<file path="config.mk">
export PLATFORM = sky130hd
export DESIGN_NAME = uart_rx_fifo
export DESIGN_NICKNAME = d
export VERILOG_FILES = /design/src/rtl/uart_rx_fifo.sv
export SDC_FILE = /design/constraint.sdc
export NUM_CORES = 1
export LEC_CHECK = 0
export BUFFER_PORTS_ARGS = -buffer_cell sky130_fd_sc_hd__buf_2
export CAP_MARGIN = 20
export CORE_ASPECT_RATIO = 0.7
export CORE_UTILIZATION = 58
export CTS_CLUSTER_DIAMETER = 60
export DETAILED_ROUTE_END_ITERATION = 10
export PLACE_DENSITY_LB_ADDON = 0.2
export SYNTH_ARGS = -nofsm -noshare
export SYNTH_HDL_FRONTEND = slang
export SYNTH_SLANG_ARGS = --single-unit
export TNS_END_PERCENT = 100
</file>
<file path="constraint.sdc">
create_clock -name CLK -period 2.89 [get_ports CLK]
set_input_delay 0.1445 -clock CLK [delete_from_list [all_inputs] [get_ports CLK]]
set_output_delay 0.1445 -clock CLK [all_outputs]
set_load 0.05 [all_outputs]
</file>
<file path="src/rtl/uart_rx_fifo.sv">
// Oversampling UART receiver (configurable data width, parity and stop bits)
// feeding a first-word-fall-through receive FIFO with sticky error flags.
module uart_rx_fifo #(
  parameter int unsigned DATA_W     = 8,
  parameter int unsigned FIFO_DEPTH = 8,
  parameter int unsigned OVS        = 16,
  parameter int unsigned BAUD_W     = 32
) (
  input  logic                          CLK,
  input  logic                          RESET,
  input  logic [BAUD_W-1:0]             baud_ctl,
  input  logic                          parity_en,
  input  logic                          parity_odd,
  input  logic                          stop2,
  input  logic                          rx,
  input  logic                          rd_en,
  output logic [DATA_W-1:0]             rd_data,
  output logic                          rd_valid,
  output logic [$clog2(FIFO_DEPTH):0]   fifo_level,
  output logic                          frame_err,
  output logic                          parity_err,
  output logic                          overrun,
  input  logic                          err_clr
);

  localparam int unsigned AW = $clog2(FIFO_DEPTH);
  localparam int unsigned LW = AW + 1;
  localparam int unsigned TW = $clog2(OVS);
  localparam int unsigned BW = (DATA_W > 1) ? $clog2(DATA_W) : 1;

  typedef enum logic [2:0] {S_IDLE, S_START, S_DATA, S_PARITY, S_STOP} state_t;

  logic [BAUD_W-1:0] r_baud_cnt;
  logic              w_tick;
  logic              r_rx_meta, r_rx_sync, r_rx_prev;
  logic              w_fall;

  state_t            r_state;
  logic [TW-1:0]     r_tick_cnt;
  logic [BW-1:0]     r_bit_cnt;
  logic [DATA_W-1:0] r_shift;
  logic              r_par_en, r_par_odd, r_stop2, r_par_bad;
  logic              r_wr_en;
  logic              r_frame_err, r_parity_err;
  logic              w_mid;

  logic [DATA_W-1:0] r_mem [FIFO_DEPTH];
  logic [AW-1:0]     r_wr_ptr, r_rd_ptr;
  logic [LW-1:0]     r_level;
  logic [LW-1:0]     w_level_nxt;
  logic              r_rd_valid, r_overrun;
  logic              w_full, w_pop, w_push_ok;

  // Free-running tick divider; baud_ctl is only picked up on reload.
  assign w_tick = (r_baud_cnt == '0);

  always_ff @(posedge CLK) begin
    if (RESET)       r_baud_cnt <= '0;
    else if (w_tick) r_baud_cnt <= baud_ctl;
    else             r_baud_cnt <= r_baud_cnt - BAUD_W'(1);
  end

  // Two-flop synchronizer plus one history flop for falling-edge detection.
  always_ff @(posedge CLK) begin
    if (RESET) begin
      r_rx_meta <= 1'b1;
      r_rx_sync <= 1'b1;
      r_rx_prev <= 1'b1;
    end else begin
      r_rx_meta <= rx;
      r_rx_sync <= r_rx_meta;
      r_rx_prev <= r_rx_sync;
    end
  end

  assign w_fall = r_rx_prev & ~r_rx_sync;
  assign w_mid  = (r_tick_cnt == TW'(OVS - 1));

  always_ff @(posedge CLK) begin
    if (RESET) begin
      r_state      <= S_IDLE;
      r_tick_cnt   <= '0;
      r_bit_cnt    <= '0;
      r_shift      <= '0;
      r_par_en     <= 1'b0;
      r_par_odd    <= 1'b0;
      r_stop2      <= 1'b0;
      r_par_bad    <= 1'b0;
      r_wr_en      <= 1'b0;
      r_frame_err  <= 1'b0;
      r_parity_err <= 1'b0;
    end else begin
      r_wr_en <= 1'b0;
      // Clear first so a same-cycle set below takes precedence.
      if (err_clr) begin
        r_frame_err  <= 1'b0;
        r_parity_err <= 1'b0;
      end
      case (r_state)
        S_IDLE: begin
          if (w_fall) begin
            r_state    <= S_START;
            r_tick_cnt <= '0;
            r_par_en   <= parity_en;
            r_par_odd  <= parity_odd;
            r_stop2    <= stop2;
            r_par_bad  <= 1'b0;
          end
        end
        S_START: begin
          if (w_tick) begin
            if (r_tick_cnt == TW'(OVS/2 - 1)) begin
              r_tick_cnt <= '0;
              r_bit_cnt  <= '0;
              r_state    <= r_rx_sync ? S_IDLE : S_DATA;
            end else begin
              r_tick_cnt <= r_tick_cnt + TW'(1);
            end
          end
        end
        S_DATA: begin
          if (w_tick) begin
            if (w_mid) begin
              r_tick_cnt <= '0;
              r_shift    <= {r_rx_sync, r_shift[DATA_W-1:1]};
              if (r_bit_cnt == BW'(DATA_W - 1)) begin
                r_bit_cnt <= '0;
                r_state   <= r_par_en ? S_PARITY : S_STOP;
              end else begin
                r_bit_cnt <= r_bit_cnt + BW'(1);
              end
            end else begin
              r_tick_cnt <= r_tick_cnt + TW'(1);
            end
          end
        end
        S_PARITY: begin
          if (w_tick) begin
            if (w_mid) begin
              r_tick_cnt <= '0;
              r_state    <= S_STOP;
              if (r_rx_sync != ((^r_shift) ^ r_par_odd)) begin
                r_par_bad    <= 1'b1;
                r_parity_err <= 1'b1;
              end
            end else begin
              r_tick_cnt <= r_tick_cnt + TW'(1);
            end
          end
        end
        S_STOP: begin
          if (w_tick) begin
            if (w_mid) begin
              r_tick_cnt <= '0;
              if (!r_rx_sync) begin
                r_frame_err <= 1'b1;
                r_state     <= S_IDLE;
              end else if (r_stop2 && (r_bit_cnt == '0)) begin
                r_bit_cnt <= BW'(1);
              end else begin
                r_wr_en <= ~r_par_bad;
                r_state <= S_IDLE;
              end
            end else begin
              r_tick_cnt <= r_tick_cnt + TW'(1);
            end
          end
        end
        default: r_state <= S_IDLE;
      endcase
    end
  end

  // A write into a full FIFO is accepted only when the head leaves in the same cycle.
  assign w_full    = (r_level == LW'(FIFO_DEPTH));
  assign w_pop     = rd_en & r_rd_valid;
  assign w_push_ok = r_wr_en & (~w_full | w_pop);

  always_comb begin
    w_level_nxt = r_level;
    if (w_push_ok && !w_pop)      w_level_nxt = r_level + LW'(1);
    else if (!w_push_ok && w_pop) w_level_nxt = r_level - LW'(1);
  end

  always_ff @(posedge CLK) begin
    if (!RESET && w_push_ok) r_mem[r_wr_ptr] <= r_shift;
  end

  always_ff @(posedge CLK) begin
    if (RESET) begin
      r_wr_ptr   <= '0;
      r_rd_ptr   <= '0;
      r_level    <= '0;
      r_rd_valid <= 1'b0;
      r_overrun  <= 1'b0;
    end else begin
      if (w_push_ok) r_wr_ptr <= r_wr_ptr + AW'(1);
      if (w_pop)     r_rd_ptr <= r_rd_ptr + AW'(1);
      r_level    <= w_level_nxt;
      r_rd_valid <= (w_level_nxt != '0);
      if (r_wr_en && w_full && !w_pop) r_overrun <= 1'b1;
      else if (err_clr)                r_overrun <= 1'b0;
    end
  end

  assign rd_data    = r_rd_valid ? r_mem[r_rd_ptr] : '0;
  assign rd_valid   = r_rd_valid;
  assign fifo_level = r_level;
  assign frame_err  = r_frame_err;
  assign parity_err = r_parity_err;
  assign overrun    = r_overrun;

endmodule
</file>
==> results.md, run 1 <==
Run status:
- The flow ran to the end, and the final reports show no timing, DRC or antenna violations.

Global routing:
- The number of global-route vias before repair is between 4000 and 5000.
- The number of antenna violations at the first check in global routing is 0.
- The wire length of the first global-routing pass is about 23000 um.
- The overall fraction of global-route tracks in use is between 20 and 30%.
- Entering global routing, the biggest net connects 55 pins.
- The remaining global-route overflow is 0.

Critical path:
- The number of buffers and inverters on the critical path is 1.
- The worst endpoint data arrival time is around 3000 ps.
- The signal on the critical path passes through inv_1, ha_1, nor4b_1, and3_1, nand3_4, or3_1, a31o_2.
- The endpoint class of the critical path is a register.
- In this run the worst path has a maximum fanout of 10.
- The data required time of the worst path is approximately 3200 ps.
- The worst setup path category is register to register.
- The type of element launching the critical path is a register.
- The largest single stage delay on the critical path is roughly 590 ps.
- The slowest stage of the critical path belongs to the cell or3_1.
- On the critical path the largest part of the delay comes from simple AND/OR/NAND/NOR gates.

Placement:
- In this run the tool buffered the top-level ports with between 50 and 60 buffer cells.
- The HPWL after detailed placement is 9590 um.
- The routability congestion estimate from global placement is 0.880.
- OpenSTA, run right after detailed placement, puts the worst setup slack at roughly 260 ps.

Timing:
- At the pin with the least slew margin, the transition time is 816 ps.
- The period utilization is 93.1%.
- Across all setup checks in the final design, the least slack found is about 200 ps.
- The largest clock skew in the final design is ~11 ps.
- Subtracting the final worst setup slack from the clock period gives around 2700 ps.
- Setup repair after global routing left no endpoint under its margin.
- For this run, the top clock speed supported by timing is approximately 0.37 GHz.
- Setup violations remaining at the end of the flow were counted as 0.
- The total negative slack for setup checks is 0 ps.
- The number of max-slew violations in the final report is 0.
- The hold violation total from the final report is 0.
- Headroom to the max-slew limit came out at between 40% and 50%.

Min path:
- The tightest min-delay check is of the input pin to register type.

Clock tree:
- The tree built by TritonCTS fans out to 139 sinks.
- The TritonCTS buffer count is 17.
- In this run the post-CTS setup repair buffer count came out at 0.
- The worst-skew pair later-pin latency is approximately 430 ps.
- After clock tree synthesis, the clock-pin slew on the worst setup and hold paths is around 60 ps.
- The number of resized instances in the post-cts repair step is 0.
- CTS placed an instance of clkbuf_16 at the clock tree root.
- The buffer levels on the longest clock path is 2.
- The CTS H-tree depth is 4.
- TritonCTS built the clock tree.
- The post-cts hold buffer count is 11.

Floorplan:
- The starting density of the core is around 60%.
- The row count is 31.
- The die span in y is 89.4 um.
- Pin placement for this block handled 56 I/O pins.
- The area of the die is around 11000 um2.
- The region available for standard cell placement spans roughly 10000 um2.
- Measured along the x axis, the die boundary spans 127 um.

Drt:
- The first TritonRoute pass finished after 5 iterations.
- The post-detailed-routing wire length is ~14000 um.
- For this run, design rule violations remaining after detail routing come to 0.
- The total number of vias is 4702.
- The residual antenna-violating net count after detailed routing is 0.
- The average detailed-routed wire length per instance is 18.7 um.
- The detailed-route vias per instance is 6.05.
- In this run, the number of DRC markers left after iteration 0 of detailed routing was around 350.

Logic synthesis:
- Synthesis produced 562 cells.
- After synthesis, the netlist uses 61 different library cells.
- The basic-gate share of the synthesized area counting and, or, nand and nor cells is ~16%.
- The flop and latch count out of synthesis is 139.
- The mux cell area share after synthesis is between 8 and 9%.
- The xor and xnor area share after synthesis is under 10%.
- The number of nets produced by synthesis is roughly 610.
- After synthesis, the largest family of logic cells by area is simple AND/OR/NAND/NOR gates.
- The warning count from the yosys run is 0.
- After synthesis, flip-flops and latches occupy 54.0% of the total area.
- The most frequently used flop master after synthesis is dfxtp_1.
- Counting flops with an async set or reset pin after synthesis yields a share of 0%.
- After Yosys synthesis, full adders, half adders and majority gates account for roughly 2.2% of the synthesized area.
- The number of enable-type register cells in the synthesized netlist is 64.
- The average size of a mapped cell is around 11 um2.
- In this run the cell area of the synthesized design comes to ~6300 um2.
- The post-synthesis compound-gate area fraction is between 10 and 15%.

Finish:
- The signed area change from the synthesized netlist to the final layout is 18.3%.
- The final net count is between 600 and 700.
- Leaving out fill and tap cells, the most frequent cell in the layout is dfxtp_1.
- Leaving out fill and tap cells, the most frequent cells in the layout are dfxtp_1, edfxtp_1, buf_2.
- Cells with a size suffix above 1 make up about 22% of the layout.
- 0 antenna diodes ended up in the layout.

Run:
- The max-cap check violation count is 0.

Pwr:
- In this run the power density over the cells is a little under 900 nW/um2.
- For this design the static power due to leakage is approximately 0.0028 uW.
- The peak supply drop is slightly below 0.0005 V.
==> power by group <==
group | switching [uW] | internal [uW] | leakage (uW)
logic | 1290 | 793 | 0.00124
registers | 196 | 2220 | 0.00130
clock network | 824 | 1340 | 0.000275
total | 2310 | 4360 | 0.00281
==> cells by family after synthesis <==
| family | after synthesis |
|---|---|
| compound gates | 105 |
| fa+ha+maj | 11 |
| xor+xnor | 37 |
| simple gates | 193 |
| mux | 32 |
| buf+inv | 45 |
| flops | 139 |
==> through the flow <==
| stage | instance area, um2 | power [uW] | utilization [%] | hold slack (ps) | instances |
|---|---|---|---|---|---|
| 6_report | 7490 | 6670 | 71.6 | 12.2 | 777 |
| 5_1_grt | 7490 | 6950 | 71.6 | 15.4 | 777 |
| 4_1_cts | 7490 | 6670 | 71.6 | 0.198 | 777 |
| 3_5_place_dp | 6800 | 4490 | 65.0 | 331 | 735 |
| 3_3_place_gp | 6800 | 4430 | 65.0 | 330 | 735 |
| 2_1_floorplan | 6360 | 3990 | - | 248 | 562 |
==> path summary, 6_finish.rpt <==
kind / cells past startpoint / slack, ps / start / end
worst min-delay path: 3 / 10 / baud_ctl[19] / r_baud_cnt[19]$_SDFF_PP0_
worst max register to register: 7 / 200 / r_baud_cnt[0]$_SDFF_PP0_ / r_shift[0]$_SDFFE_PP0P_
worst max-delay path: 7 / 200 / r_baud_cnt[0]$_SDFF_PP0_ / r_shift[0]$_SDFFE_PP0P_
worst min register to register: 1 / 420 / r_rx_meta$_SDFF_PP1_ / r_rx_sync$_SDFF_PP1_
==> Yosys cell counts, types with 15 or more instances <==
cell type | instances | share of area (%)
mux4_2 | 16 | 5.7
nor3_1 | 15 | 1.2
mux2i_1 | 15 | 2.4
nor2_1 | 45 | 2.7
edfxtp_1 | 64 | 30
xnor2_1 | 28 | 3.9
dfxtp_1 | 75 | 24
nand2_1 | 43 | 2.5
o21ai_0 | 16 | 1.3
clkbuf_1 | 26 | 1.5
nand3_1 | 15 | 1.2
a21oi_1 | 30 | 2.4
==> per-layer routing <==
layer  track usage [%]  vias up  wire, um
met2              42.1      182      6290
met1              38.6     2255      7060
met4              10.7        0       210
met3              5.45       22       939
li1                  -     2243         -
met5                 0        -         0
==> registers in the layout, summed over array words and instances (netlist names), 3 cells and up, named ones only <==
signal      cells
r_mem          64
r_baud_cnt     32
r_shift         8
fifo_level      4
r_tick_cnt      4
r_bit_cnt       3
r_rd_ptr        3
r_state         3
r_wr_ptr        3
==> area by class of cell <==
cell class	count	area, um2
clock buffers	18	429
clock inverters	13	153
fillers	731	2980
inverters	13	48.8
multi-input cells	378	2760
flip-flops and latches	139	3420
well taps	132	165
repair buffers	84	520
==> worst register-to-register path, stage by stage (launching register included) <==
cell and delay, ps:
dfxtp_1 340, inv_1 110, ha_1 140, nor4b_1 520, and3_1 400, nand3_4 160
or3_1 590, a31o_2 320
(Power assumes the default switching activity.)
==> run 2, diff against run 1 <==
Settings changed: REMOVE_ABC_BUFFERS set to 1.
==> run 2 against run 1 <==
Effect of this change: worst hold slack got worse by 7.2 ps; critical path type unchanged; register-to-register slack improved by 30 ps; clock skew increased by 0.81 ps; count of clock-buffer cells in the layout unchanged; highest routed layer unchanged; non-clock buffer count decreased by 5; sequential share of layout area increased by 0.35 points; die area unchanged; sequential power about the same; critical endpoint unchanged; utilization decreased by 0.54 points.
==> results.md, run 2 (same netlist as run 1, synthesis figures left out) <==
Run status:
- The run finished with clean final reports.

Timing:
- The number of max-slew violations in the final report came to 0.
- Setup violations remaining at the end of the flow were counted as 0.
- The largest clock skew in the final design is ~12 ps.
- After layout, the minimum clock period comes to ~2700 ps.
- Setup repair after global routing left no endpoint under its margin.
- In the finished design, the share of the clock period the worst path needs comes to a little over 90%.
- The peak clock frequency supported by timing is 0.375 GHz.
- The transition time at the pin with the least slew margin is between 800 and 900 ps.
- The hold violation total from the final report is 0.
- In this run the tightest slew margin relative to its limit is a little under half.

Finish:
- Once layout is complete, the cells apart from fillers number approximately 770.
- The flip-flop count of the largest register, all copies and words added is between 60 and 70.
- The fraction of layout cells with a size suffix above 1 is 21.1%.
- The repair_antennas step left the layout with diodes totalling 0.
- The register name with the most flops is r_mem.
- Relative to the synthesized area, the layout overhead comes to 17.4%.
- In the final design database the tool counted about 680 nets.
- The largest registers in the layout are r_mem (64), r_baud_cnt (32), r_shift (8).
- The most common library cell in the layout ignoring fill and taps is dfxtp_1.
- Leaving out fill and tap cells, the most frequent cells in the layout are dfxtp_1, edfxtp_1, buf_2.
- The finished cells cover approximately 7400 um2.

Pwr:
- The cell leakage power is approximately 0.0028 uW.
- Cell internal power was estimated by the tool at ~4400 uW.
- The combinational fraction of design power is slightly above 30%.
- The peak supply drop is about 0.00048 V.
- Registers are responsible for 36.6% of the overall power.
- The portion of total power attributed to the clock network is 32.9%.
- The fraction of power spent switching nets is between 30% and 40%.
- Power comes to between 6000 and 7000 uW.
- Dividing total power by cell area gives a power density of 900 nW/um2.
- Summed over all nets, the switching power comes to 2320 uW.

Floorplan:
- From bottom edge to top edge, the die measures about 90 um.
- The number of top-level design ports is between 50 and 60.
- The row count is 31.
- The core region area is between 10000 and 15000 um2.
- The area of the die is 11400 um2.
- The starting density of the core is 60.5%.
- The die is 127 um wide.

Drt:
- The initial DRC count is 468.
- The detailed router put a total of 6600 um of wire on met1.
- The residual antenna-violating net count after detailed routing is 0.
- In the detailed route, the total length drawn on met3 is about 1200 um.
- The post-detailed-routing wire length is 14500 um.
- For this run, design rule violations remaining after detail routing come to 0.
- Dividing the detail-routed wire length by the instance count gives roughly 19 um.
- Using the TritonRoute via totals, the vias-per-cell ratio works out to around 6.3.
- In the detailed route, the total length drawn on met2 is roughly 6600 um.
- The highest metal layer with signal wires is met4.
- The total number of vias is ~4800.
- The count of TritonRoute iterations in the first routing pass is 5.

Global routing:
- The wire length of the first global-routing pass is between 20000 and 25000 um.
- Across every metal layer, demand over resource in global routing totals between 20 and 30%.
- The remaining global-route overflow is 0.
- The number of antenna violations at the first check in global routing came to 0.
- The number of global-route vias before repair was ~4400.
- The largest net degree at the start of global routing is 55.

Clock tree:
- The CTS sink count is 139.
- The number of resized instances in the post-cts repair step is 0.
- The CTS H-tree depth is 4.
- The clock reaches the later pin of the worst-skew pair after 420 ps.
- The CTS tree is yes.
- Counting the buffers created by CTS gives 17.
- After clock tree synthesis, the clock-pin slew on the worst setup and hold paths is roughly 60 ps.
- No sink is reached through more buffers than the 2 on the longest clock path.
- The clock tree root buffer cell is clkbuf_16.

Min path:
- The class of the tightest hold or removal check is input pin to register.

Critical path:
- The worst endpoint data arrival time is just under 3000 ps.
- The worst setup path is captured at a register.
- The type of element launching the critical path is a register.
- Data on the critical path is required at its endpoint by 3200 ps.
- The worst setup path category is register to register.
- In this run the worst path has a maximum fanout of 10.

Placement:
- The HPWL after detailed placement is 9360 um.
- Routability-driven placement finished with a final weighted congestion of between 0.8 and 0.9.
- The count of input and output buffers is 55.
- Summing all placed instances gives a cell area of between 6000 and 7000 um2.
- Once placement completed, the tool counted placed cells totaling between 700 and 800.

Run:
- The max-cap check violation count is 0.
==> run 2: critical path, stage by stage, from the launching register on <==
cell	delay, ps
dfxtp_1	340
inv_1	100
ha_1	150
nor4b_1	460
and3_1	410
nand3_4	170
or3_1	610
a31o_2	320
==> run 2: layout make-up <==
cell class / count / area [um2]
flip-flops and latches: 139 / 3420
fillers: 747 / 3030
multi-input cells: 378 / 2730
repair buffers: 79 / 473
clock buffers: 18 / 429
clock inverters: 14 / 169
well taps: 132 / 165
inverters: 13 / 48.8
==> run 2: final timing paths <==
| kind | start | end | slack (ps) | cells after the start |
|---|---|---|---|---|
| max | r_baud_cnt[0]$_SDFF_PP0_ | r_shift[0]$_SDFFE_PP0P_ | 230 | 7 |
| min | baud_ctl[11] | r_baud_cnt[11]$_SDFF_PP0_ | 5 | 3 |
| max reg2reg | r_baud_cnt[0]$_SDFF_PP0_ | r_shift[0]$_SDFFE_PP0P_ | 230 | 7 |
| min reg2reg | r_rx_meta$_SDFF_PP1_ | r_rx_sync$_SDFF_PP1_ | 420 | 1 |
==> run 2: metal layers <==
metal	track usage [%]	up-vias
met1	37.1	2342
met4	8.66	0
met2	42.2	230
met3	6.34	22
met5	0	-
li1	-	2243
==> run 2: power groups by stage <==
stage	registers, uW	logic [uW]	clock network, uW
3_5_place_dp	2480	1990	0
5_1_grt	2470	2220	2310
6_report	2450	2050	2200
3_3_place_gp	2460	1930	0
2_1_floorplan	2540	1380	0
4_1_cts	2440	2030	2230
==> run 2: stage by stage <==
step | TNS [ps] | utilization, % | hold slack (ps) | setup WS, ps
final | 0 | 71.0 | 5.02 | 226
after global routing | 0 | 71.0 | 5.99 | 37.6
after CTS | 0 | 71.0 | 0.0951 | 244
after detailed placement | 0 | 64.6 | 340 | 299
after global placement | 0 | 64.6 | 331 | 372
after floorplan | -2820 | - | 214 | -166
==> run 2: what timing repair did <==
item | in CTS | in global routing
hold buffers | 7 | 0
hold endpoints to repair | 7 | 0
setup buffers | 0 | 0
==> run 3, diff against run 2 <==
Clock period 2.89 ns to 2.55 ns, I/O delays scaled along.
==> run 3 against run 2 <==
Effect of this change: global-route usage up 0.76 points; critical path depth down 2; register-to-register slack worse by 110 ps; clock skew decreased by 3.9 ps; die area is the same; sequential power rose by 12%; first-iteration DRC count decreased by 13%; worst hold slack gained 14 ps; combinational power rose by 20%; utilization increased by 2.1 points; sequential share of layout area down 1.3 points.
==> results.md, run 3 (same netlist as run 1, synthesis figures left out) <==
Clock tree:
- The H-tree was split into 4 levels.
- In this run, CTS created clock tree buffers numbering 17.
- After clock tree synthesis, the clock-pin slew on the worst setup and hold paths is around 60 ps.
- The number of buffers inserted to repair setup after CTS is 0.
- TritonCTS built the clock tree.
- Counting along the longest clock path gives a buffer depth of 2.
- The root buffer cell chosen for the clock tree is clkbuf_16.
- The clock drives 139 sinks.
- For the worst-skew pair, the clock arrives at the later sink with an insertion delay of around 420 ps.

Timing:
- On the final layout, the worst clock skew is just over 8 ps.
- The transition time at the pin with the least slew margin is between 600 and 700 ps.
- The peak clock frequency supported by timing is about 0.41 GHz.
- The number of max-slew violations in the final report is 0.
- The slack of the critical path is about 120 ps.
- Setup repair after global routing left no endpoint under its margin.
- The remaining max-slew budget at the tightest pin is 55.3%.
- Setup violations remaining at the end of the flow were counted as 0.
- The clock period minus final worst setup slack is between 2000 and 2500 ps.
- The worst path uses between 90% and 100% of the clock period.
- The hold violation total from the final report is 0.

Placement:
- Routability-driven placement finished with a final weighted congestion of 0.889.
- The placed instances occupy a cell area of just under 7000 um2.
- The HPWL after detailed placement is 9570 um.
- The pre-CTS setup slack is around 160 ps.
- The count of input and output buffers is between 50 and 60.

Run status:
- The flow ran to the end, and the final reports show no timing, DRC or antenna violations.

Pwr:
- Summed over all nets, the switching power comes to 2620 uW.
- In this run the power density over the cells is 1000 nW/um2.
- The internal portion of the total power is between 5000 and 6000 uW.
- Net switching is between 30 and 40% of the power.
- The sequential fraction of design power is between 30 and 40%.
- IR analysis of the VDD net gives a maximum drop of 0.000490 V.
- The analysis attributes to cell leakage a power of 0.00290 uW.
- The portion of total power attributed to the clock network is between 30% and 40%.
- The combinational fraction of design power is between 30 and 40%.

Critical path:
- The peak fanout along the critical path is 9.
- The type of element launching the critical path is a register.
- The count of buffering cells on the critical path with inverters included is 0.
- The worst setup path is captured at a register.
- Traced cell by cell, the critical path runs through or4_4, or4_4, nor3_2, a21oi_1, a311o_1.
- For the worst setup path, the data required time is 2850 ps.
- The worst endpoint data arrival time is roughly 2700 ps.
- Counting stages on the worst path, the most repeated cell is or4_4.
- The cell with the biggest individual delay on the critical path is or4_4.
- The kind of cell with the highest combined delay along the critical path is simple AND/OR/NAND/NOR gates.
- In this design, the stage delay of the slowest critical-path cell is 600 ps.
- The worst setup path category is register to register.

Drt:
- For this block, the initial DRC count from the detailed router was 409.
- The final routed DRC violation total is 0.
- The post-detailed-routing wire length is roughly 15000 um.
- In the routed layout, each cell is associated on average with a via count of 6.01.
- Detailed routing placed a total of ~6500 um of wire on met2.
- Summed over all nets, wire length on met3 after detailed routing comes to between 1000 and 1500 um.
- The residual antenna-violating net count after detailed routing is 0.
- The highest metal layer with signal wires is met4.
- Across all layers, the routed design uses approximately 4800 vias.
- In the final routed layout, each cell accounts on average for roughly 18 um.
- The sum of routed wire segments on met1 is just under 7000 um.
- The count of TritonRoute iterations in the first routing pass is 5.

Global routing:
- The number of antenna violations at the first check in global routing is 0.
- The first global-routing pass estimated around 23000 um of wire.
- Global routing consumed, over all layers together, approximately 28% of the routing resources.
- The number of global-route vias before repair came to 4652.
- After global routing the overflow that remains totals 0.
- Entering global routing, the biggest net connects between 50 and 60 pins.

Finish:
- The number of diodes added for antenna fixing is 0.
- The library cells used most frequently in the layout, excluding fill and tap cells, are dfxtp_1, edfxtp_1, buf_2.
- The post-route netlist has a little over a fifth of its cells at a drive strength greater than 1.
- Across the whole layout, storage elements account for 3420 um2.
- The register name with the most flops is r_mem.
- The register with the most flip-flops in the layout has 64 of them.
- The final standard cell area without fillers is 7660 um2.
- The most common library cell in the layout ignoring fill and taps is dfxtp_1.
- Summing all multi-input logic gate instances after layout gives between 2000 and 3000 um2.
- The signed area change from the synthesized netlist to the final layout is 20.9%.
- The final net count is 704.
- The layout filler cell count is 739.
- The largest registers in the layout are r_mem (64), r_baud_cnt (32), r_shift (8).

Floorplan:
- The x dimension of the die is 127 um.
- The number of top-level design ports is 56.
- The die span in y is slightly below 90 um.
- The floorplan step defined a die boundary enclosing roughly 11000 um2.
- Once the floorplan was initialized, standard cells occupied 60.5% of the core.
- The total area inside the core boundary comes to ~10000 um2.
- After floorplanning, the core was divided into 31 placement rows.

Run:
- The max-cap check violation count is 0.

Min path:
- The path class of the tightest hold or removal check is input pin to register.
[run 3: repair_timing]
item                                    CTS  global route
hold endpoints to repair                 24             0
resized for setup                         0             1
hold buffers                             24             0
endpoints found under the setup margin    0             4
[run 3: power groups by stage]
stage	logic, uW	clock network, uW	registers (uW)
floorplan	1560	0	2880
global placement	2320	0	2770
detailed placement	2380	0	2780
CTS	2430	2470	2740
global route	2670	2570	2780
finish	2460	2450	2750
[run 3: per-stage QoR]
step                      hold WS, ps  TNS [ps]  instances  total power [uW]  util [%]
after floorplan                   197    -16980        530              4450         -
after global placement            313         0        742              5090      65.2
after detailed placement          316         0        742              5160      65.2
after CTS                        4.47         0        798              7640      73.1
after global routing             28.9         0        798              8020      73.2
final                            18.8         0        798              7660      73.2
[run 3: tightest hold or removal path, stage by stage]
cell and delay (ps):
buf_2 120, nor2_1 50, nand2_1 50, nand2_1 40
[run 3: worst paths after layout]
kind / slack (ps) / start / depth (start not counted) / end
min: 20 / err_clr / 4 / parity_err$_SDFF_PP0_
max: 120 / r_baud_cnt[14]$_SDFF_PP0_ / 5 / r_baud_cnt[31]$_SDFF_PP0_
max reg2reg: 120 / r_baud_cnt[14]$_SDFF_PP0_ / 5 / r_baud_cnt[31]$_SDFF_PP0_
min reg2reg: 410 / r_rx_meta$_SDFF_PP1_ / 1 / r_rx_sync$_SDFF_PP1_
[run 3: cell type report]
cell class                      instances  area share (%)
Clock buffer                           19            5.65
Multi-Input combinational cell        378            35.7
Inverter                               13           0.637
Sequential cell                       139            44.7
Clock inverter                         13            1.98
Tap cell                              132            2.16
Timing Repair Buffer                  104            9.18
[run 3: routing by layer]
metal	track usage [%]	vias up
met5	0	-
met4	10.3	0
met3	7.06	26
met2	43.1	191
met1	37.5	2290
li1	-	2291
